## src/rtl/seq_det_sched.sv

```systemverilog
// Armable serial pattern detector: loads a PAT_W-bit pattern, shifts qualified bits
// through a history register and holds each match as an event until acknowledged.
module seq_det_sched #(
    parameter int PAT_W = 6,
    parameter int CNT_W = 8
) (
    input  logic             clk,
    input  logic             rst,
    input  logic             cfg_valid,
    output logic             cfg_ready,
    input  logic [PAT_W-1:0] cfg_pattern,
    input  logic             cfg_overlap,
    input  logic             arm,
    input  logic             disarm,
    input  logic             x,
    input  logic             x_valid,
    output logic             x_ready,
    output logic             match_valid,
    input  logic             match_ready,
    output logic [CNT_W-1:0] match_count,
    output logic             count_sat,
    output logic [1:0]       state
);

    localparam int FW = $clog2(PAT_W + 1);
    localparam logic [FW-1:0] FULL = FW'(PAT_W);

    typedef enum logic [1:0] {
        IDLE  = 2'd0,
        ARMED = 2'd1,
        HOLD  = 2'd2
    } state_t;

    state_t cur, nxt;

    logic [PAT_W-1:0] pattern;
    logic             overlap;
    logic             loaded;
    logic [PAT_W-1:0] hist;
    logic [FW-1:0]    fill;
    logic [CNT_W-1:0] count;
    logic             sat;

    logic [PAT_W-1:0] hist_nxt;
    logic [FW-1:0]    fill_inc;
    logic             hit;
    logic             do_cfg, do_arm, do_shift, do_match;

    // fill only reaches FULL once PAT_W fresh bits have arrived since arm/last match
    assign hist_nxt = {hist[PAT_W-2:0], x};
    assign fill_inc = (fill == FULL) ? FULL : fill + FW'(1);
    assign hit      = (fill_inc == FULL) && (hist_nxt == pattern);

    always_ff @(posedge clk or negedge rst) begin
        if (!rst) cur <= IDLE;
        else      cur <= nxt;
    end

    always_comb begin
        nxt      = cur;
        do_cfg   = 1'b0;
        do_arm   = 1'b0;
        do_shift = 1'b0;
        do_match = 1'b0;
        case (cur)
            IDLE: begin
                do_cfg = cfg_valid;
                if (arm && (loaded || cfg_valid)) begin
                    do_arm = 1'b1;
                    nxt    = ARMED;
                end
            end
            ARMED: begin
                if (disarm) begin
                    nxt = IDLE;
                end else if (x_valid) begin
                    do_shift = 1'b1;
                    if (hit) begin
                        do_match = 1'b1;
                        nxt      = HOLD;
                    end
                end
            end
            HOLD: begin
                if (disarm)           nxt = IDLE;
                else if (match_ready) nxt = ARMED;
            end
            default: nxt = IDLE;
        endcase
    end

    always_ff @(posedge clk or negedge rst) begin
        if (!rst) begin
            pattern <= '0;
            overlap <= 1'b0;
            loaded  <= 1'b0;
        end else if (do_cfg) begin
            pattern <= cfg_pattern;
            overlap <= cfg_overlap;
            loaded  <= 1'b1;
        end
    end

    always_ff @(posedge clk or negedge rst) begin
        if (!rst) begin
            hist <= '0;
            fill <= '0;
        end else if (do_arm) begin
            hist <= '0;
            fill <= '0;
        end else if (do_shift) begin
            hist <= hist_nxt;
            // non-overlapping mode must collect a whole new pattern after a hit
            fill <= (do_match && !overlap) ? '0 : fill_inc;
        end
    end

    always_ff @(posedge clk or negedge rst) begin
        if (!rst) begin
            count <= '0;
            sat   <= 1'b0;
        end else if (do_cfg) begin
            count <= '0;
            sat   <= 1'b0;
        end else if (do_match) begin
            if (&count) sat <= 1'b1;
            else        count <= count + CNT_W'(1);
        end
    end

    assign cfg_ready   = (cur == IDLE);
    assign x_ready     = (cur == ARMED);
    assign match_valid = (cur == HOLD);
    assign match_count = count;
    assign count_sat   = sat;
    assign state       = cur;

endmodule

```

## config.mk

```make
export PLATFORM = sky130hd
export DESIGN_NAME = seq_det_sched
export DESIGN_NICKNAME = d
export VERILOG_FILES = /design/src/rtl/seq_det_sched.sv
export SDC_FILE = /design/constraint.sdc
export NUM_CORES = 1
export LEC_CHECK = 0
export CELL_PAD_IN_SITES_DETAIL_PLACEMENT = 0
export CELL_PAD_IN_SITES_GLOBAL_PLACEMENT = 1
export CORE_MARGIN = 2
export CORE_UTILIZATION = 38
export DETAILED_ROUTE_END_ITERATION = 8
export PLACE_DENSITY_LB_ADDON = 0.1
export SLEW_MARGIN = 20
export SYNTH_ARGS = -nofsm -noshare
export SYNTH_HDL_FRONTEND = slang
export SYNTH_SLANG_ARGS = --single-unit
```

## constraint.sdc

```tcl
create_clock -name clk -period 2.3 [get_ports clk]
set_input_delay 0.345 -clock clk [delete_from_list [all_inputs] [get_ports clk]]
set_output_delay 0.345 -clock clk [all_outputs]
set_load 0.005 [all_outputs]
```

# Word-level counts from Yosys, hierarchy flattened
# Cells that the tools add are included.
[totals]
word_cells = 62
out_inout_bits = 14
reg_bits = 27
input_bits = 15
[op_classes]
reduce_logical = 13
eq_ne = 10
n_mux = 29
addsub = 2
[ops]
columns = ["op", "n"]
rows = [
  ["two-way mux 8 bit", 3],
  ["two-way mux 1 bit", 13],
  ["two-way mux 2 bit", 6],
  ["two-way mux 3 bit", 4],
  ["two-way mux 5 bit", 2],
  ["adder 8 x 1 -> 8 bit, second input constant", 1],
  ["AND reduction 8 bit", 1],
  ["== test 3 bit, second input constant", 2],
  ["== test 6 bit", 1],
  ["!= test 3 x 2 -> 1 bit, second input constant", 2],
  ["case mux 2 bit (3 select lines)", 1],
  ["nonzero test 2 bit", 3],
  ["AND reduction 2 bit", 2],
  ["AND reduction 4 bit", 1],
  ["adder 3 x 1 -> 3 bit, second input constant", 1],
  ["logical AND 1 bit", 3],
  ["!= test 3 bit, second input constant", 1],
  ["== test 2 x 1 -> 1 bit, second input constant", 1],
  ["== test 2 bit, second input constant", 1],
  ["zero test 2 bit", 1],
  ["!= test 2 x 1 -> 1 bit, second input constant", 1],
  ["!= test 2 bit, second input constant", 1],
  ["zero test 1 bit", 1],
  ["logical OR 1 bit", 1],
]

# Logic depth before layout (Yosys ltp)
# Gate-level depths: netlist of the first run.
[depth]
depth_word = 12
ltp_mapped = 7
depth_no_buf = 7

# Worst setup path before layout of the first run
# No wires, ideal clock.
[synth_timing]
path_kind = "reg-to-reg"
from = "reg fill[0]"
to = "reg count[7], in the netlist match_count[7]"
n_path_buf = 0
path_stages_with_launch = 7
required_ns = 2.222
path_slack_ns = 0.330
arrival_ns = 1.892
cell_sequence = "dfrtp_1 > inv_1 > ha_1 > nor4_4 > nand4b_4 > or4_1 > a21oi_1"
[synth_via]
elab_chain_cells = 10
word_cells_on_any_way = 11
cone_classes = "add/sub: 1; eq/ne: 2; mux: 5; reduce/logical: 3"
[synth_rtl]
columns = ["element", "line", "text"]
rows = [
  ["start, declared", "40", "logic [FW-1:0] fill;"],
  ["start signal, assigned", "114", "fill <= (do_match && !overlap) ? '0 : fill_inc;"],
  ["adder 3 x 1 -> 3 bit or == test 3 bit (tied branches)", "51", "assign fill_inc = (fill == FULL) ? FULL : fill + FW'(1);"],
  ["two-way mux 3 bit (*)", "51", ""],
  ["== test 3 bit (*)", "52", "assign hit = (fill_inc == FULL) && (hist_nxt == pattern);"],
  ["logical AND 1 bit (*)", "52", ""],
  ["two-way mux 1 bit (*)", "78", "if (hit) begin"],
  ["two-way mux 1 bit (*)", "76", "end else if (x_valid) begin"],
  ["two-way mux 1 bit (*)", "74", "if (disarm) begin"],
  ["two-way mux 1 bit (*)", "65", "case (cur)"],
  ["nonzero test 2 bit (no line) (*)", "n/a", ""],
  ["AND reduction 2 bit (no line) (*)", "n/a", ""],
  ["end signal, assigned", "127", "else count <= count + CNT_W'(1);"],
  ["end, declared", "41", "logic [CNT_W-1:0] count;"],
]
# Mark *: on every way between the ends. The rest lies on a longest branch, timed or not.
# A chain may end at the register's enable or synchronous reset.

# Worst setup path after layout of the first run
# Same ends and word-level chain as after synthesis.

==> flow_summary_export.csv, run 1 <==
group,metric,value,unit
cells_and_area,area_delta_synth_final,30.0,%
place,dp_hpwl,2250,um
sta,slew_viol_final,0,
sta,finalCritPeriodShare,0.901,
clock_network,cts.repair.resized,0,
power_and_ir_drop,finalPower,0.985,mW
yosys,yosysWarnings,0,
place,io_buffers,28,
yosys,synth_top_area_frac,0.486,
power_and_ir_drop,switching_share,0.303,
power_and_ir_drop,switchingPower,0.298,mW
yosys,syn_area_per_cell,9.92,um^2
power_and_ir_drop,powerDensity,545,nW/um^2
power_and_ir_drop,combinationalPowerShare,0.223,
yosys,yosysTopAreaCell,"dfrtp_1",
die,dieArea,4150,um^2
die,rows,21,
sta,setup_viol_count_final,0,
cells_and_area,drive_gt1_frac,0.0899,
routing,wire_per_inst,13.7,um
cells_and_area,seq_area,676,um^2
critical_path,reg2reg_depth,6,
yosys,synth.most_common_cell,"nand2_1",
sta,fmax,482,MHz
routing,ant_nets,0,
power_and_ir_drop,peakVddDrop,247,uV
clock_network,cts_root_buf,"clkbuf_4",
yosys,synth_nets,158,
yosys,synth_commonest_cells,"30 x nand2_1, 27 x dfrtp_1",
global_routing,grt_max_degree,28,
yosys,synth_cell_types,34,
sta,setup_slack,0.227,ns
yosys,ys_ff_latch,27,
die,ios,29,
global_routing,grt_pass1_vias,1159,
sta,fin_skew,0.00149,ns
critical_path,cp_max_fo,6,
place,dp_slack,-0.0424,ns
critical_path,crit_path_end_kind,"flip-flop",
power_and_ir_drop,seqPwrFrac,0.564,
clock_network,clock_latency,0.33,ns
yosys,syn_inst,140,
clock_network,tritoncts,"built",
routing,drtIter0Drc,56,
clock_network,cts-buffers-inserted,3,
global_routing,antenna_found_initial,0,
place,place_area,1780,um^2
routing,wl,3070,um
place,place.gp.congestion,0.816,
yosys,async_flop_share,1.00,
yosys,synth_ff_type,"dfrtp_1",
sta,timing.slew.headroom,0.580,
routing,via_per_inst,5.27,
global_routing,grt_usage,0.165,
sta,worst_pin_slew,0.630,ns
die,initial_utilization,0.407,
sta,finalHoldViolCount,0,
sta,rsz0062_at_grt,"false",
power_and_ir_drop,p_int,0.686,mW
cells_and_area,n_antenna_cell,0,
clock_network,clock_sinks,27,
sta,tns,0,ns
routing,drc_errors,0,
hold_path,hold_path_class,"in2async",
cells_and_area,fillCellCount,339,
clock_network,cts_max_level,1,
die,fp.coreArea,3420,um^2
global_routing,grt_pass1_wl,5310,um
outcome,status,"complete, no violations",
clock_network,path_clk_slew,0.14,ns
die,die_h,64.5,um
critical_path,required,2.56,ns
cells_and_area,layout.nets,197,
power_and_ir_drop,p_leak,0.829,nW
routing,dr.pass1.iters,4,
yosys,synth_seq_area_share,0.486,
yosys,syn-cell-area,1390,um^2
yosys,yosys-top-cells-area,"dfrtp_1 49%, nand2_1 8.1%, xor2_1 4.4%",
cells_and_area,stdcell_count,224,
critical_path,arrival,2.34,ns
clock_network,clockBufferDepth,2,
routing,num_vias,1181,
sta,fin_crit,2.07,ns
critical_path,crit_type,"reg2reg",
cells_and_area,fin_area,1810,um^2
global_routing,grt-ovfl-total,0,
power_and_ir_drop,p_clk_frac,0.213,
clock_network,cts_hold_buffers,0,
die,die_w,64.5,um
cells_and_area,multiInputGateArea,672,um^2
clock_network,post_cts_buffers,0,
flow_run,drv_cap,0,
place,dpl.cell_count,220,
critical_path,start_kind,"flip-flop",
yosys,synth_edf_count,0,
## critical path, stage by stage (launching register included)
cell	delay, ns
dfrtp_1	0.42
inv_1	0.06
ha_1	0.35
nor4_4	0.38
nand4b_4	0.17
or4_1	0.49
a21oi_1	0.15
## state kept, by name, summed over array words and instances, names as in the netlist
register     flops
hist             5
match_count      8
fill             3
loaded           1
state            2
pattern          6
overlap          1
count_sat        1
## per-stage QoR
step                hold WS [ns]  utilization
floorplan                 0.0494            -
global placement           0.457        0.521
detailed placement         0.459        0.521
CTS                        0.381        0.529
global route               0.368        0.529
finish                     0.369        0.529
## power groups by stage
stage / Sequential (mW) / Combinational (mW) / Clock [mW]
floorplan: 0.555 / 0.140 / 0
global placement: 0.564 / 0.220 / 0
detailed placement: 0.564 / 0.224 / 0
CTS: 0.555 / 0.224 / 0.220
global route: 0.562 / 0.245 / 0.247
finish: 0.555 / 0.219 / 0.210
## cell families after synthesis
family / count (synthesis) / synth area share
AOI/OAI and AO/OA: 27 / 0.136
xor gates and xnor gates: 7 / 0.0441
adders and majority gates: 3 / 0.0270
buffers and inverters: 10 / 0.0297
DFF: 27 / 0.486
muxes: 2 / 0.0144
and+or+nand+nor: 64 / 0.262
## final cells by class
| class | instances | share of cell area |
|---|---|---|
| sequential | 27 | 0.374 |
| clock buffer | 4 | 0.0146 |
| timing repair buffer | 37 | 0.193 |
| inverter | 7 | 0.0146 |
| multi-input combinational | 103 | 0.372 |
| tap | 46 | 0.0319 |
## path summary, 6_finish.rpt
kind	from	endpoint	slack, ns
max	fill[0]$_DFFE_PN0P_	match_count[7]$_DFFE_PN0P_	0.23
min	rst	state[1]$_DFFE_PN0P_	0.37
max reg2reg	fill[0]$_DFFE_PN0P_	match_count[7]$_DFFE_PN0P_	0.23
min reg2reg	loaded$_DFFE_PN0P_	loaded$_DFFE_PN0P_	0.49
max in group asynchronous	rst	fill[0]$_DFFE_PN0P_	1.67
min in group clk	loaded$_DFFE_PN0P_	loaded$_DFFE_PN0P_	0.49
## metal layers
metal | vias to the layer above | routed length (um) | GRT usage
li1 | 571 | - | -
met1 | 578 | 1420 | 0.206
met2 | 27 | 1480 | 0.275
met3 | 5 | 134 | 0.0503
met4 | 0 | 38 | 0.0479
met5 | - | 0 | 0
## layout by cell type, fill, tap and decap left out, drive strengths merged, types with 2 or more instances in the layout
cell	count
nand2	30
o21ai	4
clkbuf	4
o31ai	3
nand2b	2
buf	9
a22o	6
ha	3
inv	7
or4	3
nor4	2
or3	3
a31oi	3
nand4	3
dfrtp	27
and2	2
mux2i	2
and2b	2
nor3	3
xor2	7
a21oi	7
nor2	7
clkdlybuf4s50	28
(Power assumes the default switching activity.)
==> run 2: changes to the inputs <==
--- a/config.mk
+++ b/config.mk
@@ -7,9 +7,9 @@
 export LEC_CHECK = 0
 export CELL_PAD_IN_SITES_DETAIL_PLACEMENT = 0
 export CELL_PAD_IN_SITES_GLOBAL_PLACEMENT = 1
-export CORE_MARGIN = 2
 export CORE_UTILIZATION = 38
 export DETAILED_ROUTE_END_ITERATION = 8
+export HOLD_SLACK_MARGIN = 0.02
 export PLACE_DENSITY_LB_ADDON = 0.1
 export SLEW_MARGIN = 20
 export SYNTH_ARGS = -nofsm -noshare
==> run 2 against run 1 <==
Fmax fell by 1.2%. Worst setup slack got worse by 0.024 ns. Via count shrank 2.8%. Die area down 6.1%. Critical endpoint unchanged. Largest cell class unchanged.
==> flow_summary_export.csv, run 2 (synthesized netlist as in run 1, its figures left out) <==
group,metric,value,unit
outcome,status,"complete, no violations",
sta,worst_pin_slew,0.646,ns
routing,num_vias,1148,
die,fp.coreArea,3420,um^2
routing,wl,3050,um
clock_network,path_clk_slew,0.15,ns
die,initial_utilization,0.407,
die,die_h,62.5,um
clock_network,clock_sinks,27,
clock_network,cts-buffers-inserted,3,
cells_and_area,stdcell_count,224,
place,io_buffers,28,
routing,drtIter0Drc,44,
die,die_w,62.5,um
clock_network,cts_max_level,1,
critical_path,cp_slowest_stage_delay,0.50,ns
routing,wire_per_inst,13.6,um
routing,dr.pass1.iters,4,
power_and_ir_drop,peakVddDrop,235,uV
clock_network,cts_hold_buffers,0,
critical_path,r2r-end,"match_count[7]$_DFFE_PN0P_",
critical_path,cp_max_fo,6,
hold_path,hold_path_class,"in2async",
die,dieArea,3900,um^2
sta,timing.slew.headroom,0.570,
routing,via_per_inst,5.13,
critical_path,crit_path_end_kind,"flip-flop",
clock_network,tritoncts,"built",
cells_and_area,drive_gt1_frac,0.0955,
sta,fin_skew,0.00399,ns
cells_and_area,final_common_cell,"nand2_1",
cells_and_area,layout.nets,197,
clock_network,clock_latency,0.32,ns
critical_path,slowest_stage,"or4_1",
cells_and_area,n_antenna_cell,0,
critical_path,cp_cell_sequence,"inv_1, ha_1, nor4_4, nand4b_4, or4_1, a21oi_1",
critical_path,arrival,2.36,ns
sta,fin_crit,2.10,ns
routing,drc_errors,0,
clock_network,cts_root_buf,"clkbuf_4",
place,dpl.cell_count,220,
cells_and_area,fillCellCount,328,
global_routing,grt_pass1_vias,1168,
critical_path,reg2reg_depth,6,
place,dp_hpwl,2280,um
die,rows,21,
sta,slew_viol_final,0,
critical_path,r2r-start,"fill[0]$_DFFE_PN0P_",
power_and_ir_drop,finalPower,0.987,mW
cells_and_area,area_delta_synth_final,30.3,%
flow_run,drv_cap,0,
power_and_ir_drop,powerDensity,545,nW/um^2
die,ios,29,
critical_path,required,2.56,ns
sta,finalHoldViolCount,0,
global_routing,grt_usage,0.175,
cells_and_area,final_cell_mix,"30 x nand2_1, 28 x clkdlybuf4s50_1, 27 x dfrtp_1, 9 x buf_4",
critical_path,reg2reg_slack,0.20,ns
place,place.gp.congestion,0.818,
power_and_ir_drop,p_leak,0.828,nW
clock_network,clockBufferDepth,2,
global_routing,grt-ovfl-total,0,
sta,rsz0062_at_grt,"false",
global_routing,grt_max_degree,28,
cells_and_area,largest_register_ffs,8,
sta,finalCritPeriodShare,0.912,
critical_path,crit_type,"reg2reg",
global_routing,grt_pass1_wl,5440,um
clock_network,post_cts_buffers,0,
global_routing,antenna_found_initial,0,
clock_network,cts.repair.resized,0,
sta,fmax,477,MHz
routing,ant_nets,0,
critical_path,start_kind,"flip-flop",
sta,setup_viol_count_final,0,
[run 2: final cells by class]
type	count	area [um^2]	area share
clock inverters	1	7.51	0.00415
multi-input cells	103	672	0.371
flip-flops and latches	27	676	0.373
repair buffers	37	348	0.192
inverters	7	26.3	0.0145
well taps	46	57.6	0.0318
clock buffers	3	22.5	0.0124
[run 2: metal layers]
metal	track usage	up-vias	wire length (um)
met5	0	-	0
met4	0.0523	0	20
met3	0.0310	2	67
met2	0.285	11	1480
met1	0.235	561	1480
li1	-	574	-
[run 2: critical path: cells and delay by family (launching register included)]
kind	cells	cell delay, ns
simple gates	3	1.06
buf+inv	1	0.05
compound gates	1	0.15
flops	1	0.42
fa+ha+maj	1	0.34
[run 2: worst max-delay path by stage]
| stage | startpoint | endpoint | slack (ns) |
|---|---|---|---|
| floorplan | fill[0]$_DFFE_PN0P_ | match_count[7]$_DFFE_PN0P_ | 0.33 |
| global placement | x_valid | match_count[7]$_DFFE_PN0P_ | 0.02 |
| detailed placement | x_valid | match_count[7]$_DFFE_PN0P_ | -0.01 |
| CTS | fill[0]$_DFFE_PN0P_ | match_count[7]$_DFFE_PN0P_ | 0.17 |
| global route | fill[0]$_DFFE_PN0P_ | match_count[7]$_DFFE_PN0P_ | 0.06 |
| finish | fill[0]$_DFFE_PN0P_ | match_count[7]$_DFFE_PN0P_ | 0.20 |
[run 2: report_power, final]
| group | switching, mW | internal, mW | leakage (nW) |
|---|---|---|---|
| clock network | 0.146 | 0.0664 | 0.0139 |
| registers | 0.0386 | 0.517 | 0.357 |
| logic | 0.117 | 0.101 | 0.458 |
| total | 0.302 | 0.684 | 0.828 |
[run 2: metrics by stage]
step                hold slack [ns]   util  setup TNS, ns  area, um^2  worst slack [ns]
finish                        0.376  0.530              0        1810             0.202
detailed placement            0.467  0.521        -0.0115        1780           -0.0115
global route                  0.397  0.530              0        1810            0.0582
global placement              0.457  0.521              0        1780            0.0213
CTS                           0.377  0.530              0        1810             0.172
floorplan                    0.0494      -              0        1390             0.330
==> run 3: changes to the inputs <==
--- a/config.mk
+++ b/config.mk
@@ -7,6 +7,7 @@
 export LEC_CHECK = 0
 export CELL_PAD_IN_SITES_DETAIL_PLACEMENT = 0
 export CELL_PAD_IN_SITES_GLOBAL_PLACEMENT = 1
+export CORE_MARGIN = 2
 export CORE_UTILIZATION = 38
 export DETAILED_ROUTE_END_ITERATION = 8
 export HOLD_SLACK_MARGIN = 0.02
==> results of run 3 <==
No change in the layout: final DEF, timing and power equal those of run 1.
